## config.mk

```make
export PLATFORM = sky130hd
export DESIGN_NAME = bnn_stream_loader
export DESIGN_NICKNAME = d
export VERILOG_FILES = /design/src/rtl/bnn_pkg.sv /design/src/rtl/bnn_word_serializer.sv /design/src/rtl/bnn_stream_loader.sv
export SDC_FILE = /design/constraint.sdc
export NUM_CORES = 1
export LEC_CHECK = 0
export ABC_AREA = 1
export CORE_MARGIN = 10
export CORE_UTILIZATION = 50
export CTS_CLUSTER_DIAMETER = 30
export DETAILED_ROUTE_END_ITERATION = 10
export PLACE_DENSITY = 0.7
export RECOVER_POWER = 50
export SLEW_MARGIN = 20
export SYNTH_ARGS = -nofsm -noshare
export SYNTH_HDL_FRONTEND = slang
export SYNTH_SLANG_ARGS = --single-unit
export TNS_END_PERCENT = 10
```

## constraint.sdc

```tcl
create_clock -name i_clk -period 7.3 [get_ports i_clk]
set_input_delay 1.095 -clock i_clk [delete_from_list [all_inputs] [get_ports i_clk]]
set_output_delay 1.095 -clock i_clk [all_outputs]
set_load 0.01 [all_outputs]
```

## src/rtl/bnn_pkg.sv

```systemverilog
// Shared types and sizing constants for the BNN host-side stream loader.
package bnn_pkg;

    typedef enum logic [2:0] {
        IDLE,
        PRIME,
        START,
        STREAM,
        WAIT_ANS,
        DONE,
        ERR
    } loader_state_t;

    localparam int unsigned PIXEL_BITS  = 784;
    localparam int unsigned W1_BITS     = 72;
    localparam int unsigned W2_BITS     = 288;
    localparam int unsigned W3_BITS     = 1960;
    localparam int unsigned WEIGHT_BITS = W1_BITS + W2_BITS + W3_BITS;
    localparam int unsigned ANS_W       = 4;
    localparam int unsigned ANS_TIMEOUT = 65535;

endpackage

```

## src/rtl/bnn_word_serializer.sv

```systemverilog
// Two-deep word buffer (shift + holding register) that emits one bit per lane per cycle,
// MSB-first, and flags a byte-boundary reload that finds the holding register empty.
module bnn_word_serializer (
    input  logic        i_clk,
    input  logic        i_reset,
    input  logic        i_clear,
    input  logic        i_prime,
    input  logic        i_active,
    input  logic        i_shift_en,
    input  logic        i_words_left,
    input  logic [15:0] i_s_data,
    input  logic        i_s_valid,
    output logic        o_s_ready,
    output logic        o_accept,
    output logic        o_primed,
    output logic        o_underrun,
    output logic        o_bit_w,
    output logic        o_bit_p
);

    logic [15:0] r_shift;
    logic [15:0] r_hold;
    logic        r_shift_loaded;
    logic        r_hold_full;
    logic [2:0]  r_bit_idx;
    logic        w_to_shift;
    logic        w_reload;

    always_comb begin
        o_s_ready  = i_active && !r_hold_full && i_words_left;
        o_accept   = i_s_valid && o_s_ready;
        // Only the very first word of a load bypasses the holding register.
        w_to_shift = i_prime && !r_shift_loaded;
        w_reload   = i_shift_en && (r_bit_idx == 3'd7);
        o_underrun = w_reload && !r_hold_full && i_words_left;
        o_primed   = r_shift_loaded && r_hold_full;
        o_bit_w    = r_shift[15];
        o_bit_p    = r_shift[7];
    end

    always_ff @(posedge i_clk or posedge i_reset) begin
        if (i_reset) begin
            r_shift        <= '0;
            r_hold         <= '0;
            r_shift_loaded <= 1'b0;
            r_hold_full    <= 1'b0;
            r_bit_idx      <= '0;
        end else if (i_clear) begin
            r_shift_loaded <= 1'b0;
            r_hold_full    <= 1'b0;
            r_bit_idx      <= '0;
        end else begin
            if (o_accept && w_to_shift) begin
                r_shift        <= i_s_data;
                r_shift_loaded <= 1'b1;
            end else if (i_shift_en) begin
                r_shift <= w_reload ? r_hold : {r_shift[14:0], 1'b0};
            end

            if (o_accept && !w_to_shift) begin
                r_hold      <= i_s_data;
                r_hold_full <= 1'b1;
            end else if (w_reload) begin
                r_hold_full <= 1'b0;
            end

            if (i_shift_en) begin
                r_bit_idx <= r_bit_idx + 3'd1;
            end
        end
    end

endmodule

```

## src/rtl/bnn_stream_loader.sv

```systemverilog
// Host-side loader: prefetches two words, frames the serial pixel/weight load with mode,
// then waits for the classifier answer and holds it as a registered result.
module bnn_stream_loader #(
    parameter int unsigned PIXEL_BITS  = bnn_pkg::PIXEL_BITS,
    parameter int unsigned WEIGHT_BITS = bnn_pkg::WEIGHT_BITS,
    parameter int unsigned ANS_TIMEOUT = bnn_pkg::ANS_TIMEOUT
) (
    input  logic                      i_clk,
    input  logic                      i_reset,
    input  logic                      i_start,
    input  logic [15:0]               i_s_data,
    input  logic                      i_s_valid,
    output logic                      o_s_ready,
    output logic                      o_mode,
    output logic                      o_d_in_p,
    output logic                      o_d_in_w,
    input  logic [bnn_pkg::ANS_W-1:0] i_ans_in,
    input  logic                      i_ans_valid,
    output logic [bnn_pkg::ANS_W-1:0] o_result,
    output logic                      o_result_valid,
    output logic                      o_busy,
    output logic                      o_err_underrun,
    output logic                      o_err_timeout
);
    import bnn_pkg::*;

    localparam int unsigned WORDS = (WEIGHT_BITS + 7) / 8;
    localparam int unsigned BCW   = $clog2(WEIGHT_BITS + 1);
    localparam int unsigned WCW   = $clog2(WORDS + 1);
    localparam int unsigned TCW   = $clog2(ANS_TIMEOUT + 1);

    localparam logic [BCW-1:0] PIX_LIM  = BCW'(PIXEL_BITS);
    localparam logic [BCW-1:0] LAST_BIT = BCW'(WEIGHT_BITS - 1);
    localparam logic [WCW-1:0] WORDS_L  = WCW'(WORDS);
    localparam logic [TCW-1:0] TO_LAST  = TCW'(ANS_TIMEOUT - 1);

    loader_state_t      r_state;
    loader_state_t      w_next;
    logic [BCW-1:0]     r_bit_cnt;
    logic [WCW-1:0]     r_words;
    logic [TCW-1:0]     r_to_cnt;
    logic [ANS_W-1:0]   r_result;
    logic               r_result_valid;
    logic               r_err_underrun;
    logic               r_err_timeout;

    logic w_idle_like;
    logic w_start_ok;
    logic w_active;
    logic w_prime;
    logic w_stream;
    logic w_words_left;
    logic w_accept;
    logic w_primed;
    logic w_underrun;
    logic w_bit_w;
    logic w_bit_p;
    logic w_last_bit;
    logic w_to_expired;

    assign w_idle_like  = (r_state == IDLE) || (r_state == DONE) || (r_state == ERR);
    assign w_start_ok   = i_start && w_idle_like;
    assign w_prime      = (r_state == PRIME);
    assign w_stream     = (r_state == STREAM);
    assign w_active     = w_prime || (r_state == START) || w_stream;
    assign w_words_left = (r_words < WORDS_L);
    assign w_last_bit   = (r_bit_cnt == LAST_BIT);
    assign w_to_expired = (r_to_cnt == TO_LAST);

    bnn_word_serializer u_ser (
        .i_clk        (i_clk),
        .i_reset      (i_reset),
        .i_clear      (w_start_ok),
        .i_prime      (w_prime),
        .i_active     (w_active),
        .i_shift_en   (w_stream),
        .i_words_left (w_words_left),
        .i_s_data     (i_s_data),
        .i_s_valid    (i_s_valid),
        .o_s_ready    (o_s_ready),
        .o_accept     (w_accept),
        .o_primed     (w_primed),
        .o_underrun   (w_underrun),
        .o_bit_w      (w_bit_w),
        .o_bit_p      (w_bit_p)
    );

    always_comb begin
        w_next   = r_state;
        o_mode   = 1'b0;
        o_d_in_p = 1'b0;
        o_d_in_w = 1'b0;
        o_busy   = 1'b1;
        unique case (r_state)
            IDLE, DONE, ERR: begin
                o_busy = 1'b0;
                if (i_start) w_next = PRIME;
            end
            PRIME: begin
                if (w_primed) w_next = START;
            end
            START: begin
                o_mode = 1'b1;
                w_next = STREAM;
            end
            STREAM: begin
                o_mode   = 1'b1;
                o_d_in_w = w_bit_w;
                o_d_in_p = (r_bit_cnt < PIX_LIM) && w_bit_p;
                if (w_underrun)      w_next = ERR;
                else if (w_last_bit) w_next = WAIT_ANS;
            end
            WAIT_ANS: begin
                // An answer arriving on the timeout cycle still counts.
                if (i_ans_valid)       w_next = DONE;
                else if (w_to_expired) w_next = ERR;
            end
            default: w_next = IDLE;
        endcase
    end

    always_ff @(posedge i_clk or posedge i_reset) begin
        if (i_reset) begin
            r_state        <= IDLE;
            r_bit_cnt      <= '0;
            r_words        <= '0;
            r_to_cnt       <= '0;
            r_result       <= '0;
            r_result_valid <= 1'b0;
            r_err_underrun <= 1'b0;
            r_err_timeout  <= 1'b0;
        end else begin
            r_state <= w_next;
            if (w_start_ok) begin
                r_bit_cnt      <= '0;
                r_words        <= '0;
                r_to_cnt       <= '0;
                r_result       <= '0;
                r_result_valid <= 1'b0;
                r_err_underrun <= 1'b0;
                r_err_timeout  <= 1'b0;
            end else begin
                if (w_accept) r_words <= r_words + 1'b1;
                if (w_stream) r_bit_cnt <= r_bit_cnt + 1'b1;
                if (w_underrun) r_err_underrun <= 1'b1;
                if (r_state == WAIT_ANS) begin
                    if (i_ans_valid) begin
                        r_result       <= i_ans_in;
                        r_result_valid <= 1'b1;
                    end else if (w_to_expired) begin
                        r_err_timeout <= 1'b1;
                    end else begin
                        r_to_cnt <= r_to_cnt + 1'b1;
                    end
                end
            end
        end
    end

    assign o_result       = r_result;
    assign o_result_valid = r_result_valid;
    assign o_err_underrun = r_err_underrun;
    assign o_err_timeout  = r_err_timeout;

endmodule

```

==> reports/results.tsv <==
metric	value	unit
worstPathRequired	6.20	ns
clkSlewWorstSetupHoldPaths	0.09	ns
synth-edff-count	0	
final_hold_viol_count	0	
grt_pass1_wl	18.46	mm
post-cts-setup-buffers	0	
combinationalPowerShare	38.8	%
switchingPower	0.6818	mW
reg2reg_to	r_to_cnt[14]$_DFFE_PP0P_	
wirelength	10.55	mm
postCtsHoldBufs	0	
first_pass_iters	5	
fin_crit_sh	49.75	%
io_buffers	36	
synthesis.nets	678	
grt_pass1_vias	4036	
drtIter0Drc	263	
post-synth-top-count-cell	nand2_1	
rsz0062_at_grt	false	
worst-r2r-cell-count	8	
core	0.009240	mm²
ctsResizeCount	0	
num_antenna_cells	0	
place_congestion	0.8312	
nets	701	
track_usage	15.41	%
p_leak	2.594	nW
fmax	275.3	MHz
endpoint	o_d_in_p	
ir_drop	0.2101	mV
cts_made_buffers	9	
rrSetupSlack	4.72	ns
area_delta_synth_final	11.89	%
total_power	1.632	mW
async_flop_share	100.0	%
num_io_pins	37	
synthTopCellsByArea	dfrtp_1, nand2_1, nand3_1, inv_1, nor2_1	
cts_tree	done	
setup_viol	0	
p_per_area	306.8	mW/mm²
fill_cells	885	
met2_usage	24.97	%
avgViaCountPerCell	5.199	
seq_power_share	41.9	%
ys_top_cells_by_count	nand2_1, dfrtp_1, inv_1	
row_count	35	
grt_max_degree	85	
arrival	2.54	ns
synthFlopType	dfrtp_1	
cap_violations	0	
postRouteAntennaNets	0	
synth_cell_types	38	
period_needed	3.632	ns
clock_skew	0.009827	ns
min_path_type	reg2reg	
netlist_area	0.004756	mm²
synth_cells	647	
crit_type	reg2out	
regArea	0.002102	mm²
slew_headroom	39.65	%
synth_warnings	0	
power_frac_clock	19.3	%
clk-insertion-delay-late	0.36	ns
drv_slew	0	
use_met1	19.84	%
r2r-start	r_state[2]$_DFFE_PP0P_	
h-tree-depth	3	
outcome	completed	
start_kind	flop	
overflow	0	
clk_path_buf_depth	2	
power.internal	0.9505	mW
grt_use_met3	2.926	%
cp_max_fo	28	
cts-root-buf	clkbuf_8	
antenna_found_initial	0	
start_util	51.47	%
drc	0	
die_w	117.5	µm
busiest_layer	met2	
die_y	117.5	µm
die_area	0.01381	mm²
synth-seq-cells	84	
multi_input_area	0.002175	mm²
avgSynthCellArea	7.351	µm²
crit_path_end_kind	output pin	
p_sw_share	41.77	%
drive_above_1_share	5.333	%
synth_top_area_share	44.20	%
worstMarginPinSlew	0.9025	ns
dr_total_vias	4180	
wl_per_cell	13.12	µm
yosysTopAreaCell	dfrtp_1	
post-dp-hpwl	7.239	mm
cts.sinks	84	
synth_seq_area_share	44.20	%
setup_tns	0	ns
crit_start	r_state[2]$_DFFE_PP0P_	
==> cells by family (layout without fill, tap and decap cells) <==
kind of cell             count (synthesis)  count (layout)  synth area share, %
adder cells (fa/ha/maj)                  6               6                1.578
XOR/XNOR                                11              11                2.026
buffers and inverters                  111             139                10.18
AND/OR/NAND/NOR                        362             362                33.70
AO/OA/AOI/OAI                           73              73                8.314
flip-flops                              84              84                44.20
==> worst min-delay path by stage <==
| stage | startpoint | to | slack [ns] | depth (start not counted) |
|---|---|---|---|---|
| finish | o_result[3]$_DFFE_PP0P_ | o_result[3]$_DFFE_PP0P_ | 0.51 | 2 |
| global route | u_ser.r_shift[6]$_DFFE_PP0P_ | u_ser.r_shift[6]$_DFFE_PP0P_ | 0.54 | 2 |
| CTS | u_ser.r_hold[0]$_DFFE_PP0P_ | u_ser.r_shift[0]$_DFFE_PP0P_ | 0.51 | 2 |
| detailed placement | u_ser.r_shift[14]$_DFFE_PP0P_ | u_ser.r_shift[14]$_DFFE_PP0P_ | 0.49 | 2 |
| global placement | u_ser.r_bit_idx[1]$_DFFE_PP0P_ | u_ser.r_bit_idx[1]$_DFFE_PP0P_ | 0.48 | 2 |
| floorplan | u_ser.r_hold[0]$_DFFE_PP0P_ | u_ser.r_shift[0]$_DFFE_PP0P_ | 0.46 | 2 |
==> cell type report <==
class | count | share of cell area [%]
timing repair buffer | 38 | 7.124
clock buffer | 10 | 2.586
multi-input combinational | 452 | 40.87
tap | 129 | 3.033
inverter | 85 | 6.019
clock inverter | 6 | 0.8700
sequential | 84 | 39.50
==> metal layers <==
metal	vias to the layer above	share of wire [%]
li1	2114	-
met1	1979	47
met2	75	47
met3	12	3.7
met4	0	1.4
met5	-	0
==> per-stage QoR <==
stage | cell area, µm² | instances | setup slack, ns | hold slack, ns | util [%]
after floorplan | 4756 | 647 | 4.040 | 0.4589 | -
after global placement | 5129 | 788 | 3.967 | 0.4770 | 55.50
after detailed placement | 5129 | 788 | 3.901 | 0.4886 | 55.50
after CTS | 5313 | 804 | 3.667 | 0.5095 | 57.49
after global routing | 5321 | 804 | 3.498 | 0.5398 | 57.59
final | 5321 | 804 | 3.668 | 0.5055 | 57.59
==> critical path, stage by stage, from the launching register on <==
cell             delay (ns)
dfrtp_1                0.49
inv_1                  0.20
nand3_4                0.34
inv_1                  0.43
nand3_1                0.12
inv_1                  0.06
clkdlybuf4s50_1        0.53
==> cells in the final DEF (no fill, tap or decap), types with 2 or more instances in the layout <==
cell type and instances:
nor3_1 8, nor2_1 71, o21bai_1 3, inv_1 81, xnor2_1 3, or2_2 2
nand4_1 19, a22oi_1 3, a21oi_1 12, o21ai_1 6, dlygate4sd3_1 7, and2_1 2
inv_6 3, clkdlybuf4s50_1 29, o21ai_0 44, nand2_2 2, nor2_2 2, clkbuf_8 10
xor2_1 8, nor2_4 2, nand3_1 71, clkinvlp_4 2, ha_1 6, dfrtp_1 84
nand2_1 175, inv_2 3
==> flip-flops by register name, summed over array words and instances (netlist names) <==
| register | cells |
|---|---|
| o_err_underrun | 1 |
| o_result | 4 |
| u_ser.r_shift | 16 |
| r_to_cnt | 16 |
| o_err_timeout | 1 |
| u_ser.r_bit_idx | 3 |
| u_ser.r_hold_full | 1 |
| o_result_valid | 1 |
| u_ser.r_shift_loaded | 1 |
| u_ser.r_hold | 16 |
| r_words | 9 |
| r_state | 3 |
| r_bit_cnt | 12 |
==> power groups by stage <==
stage	Combinational, mW	Sequential [mW]	Clock (mW)
floorplan	0.504	0.670	0
global placement	0.618	0.687	0
detailed placement	0.641	0.692	0
CTS	0.643	0.684	0.324
global route	0.727	0.701	0.340
finish	0.634	0.684	0.314
No activity file was read; power rests on OpenSTA's default activity.
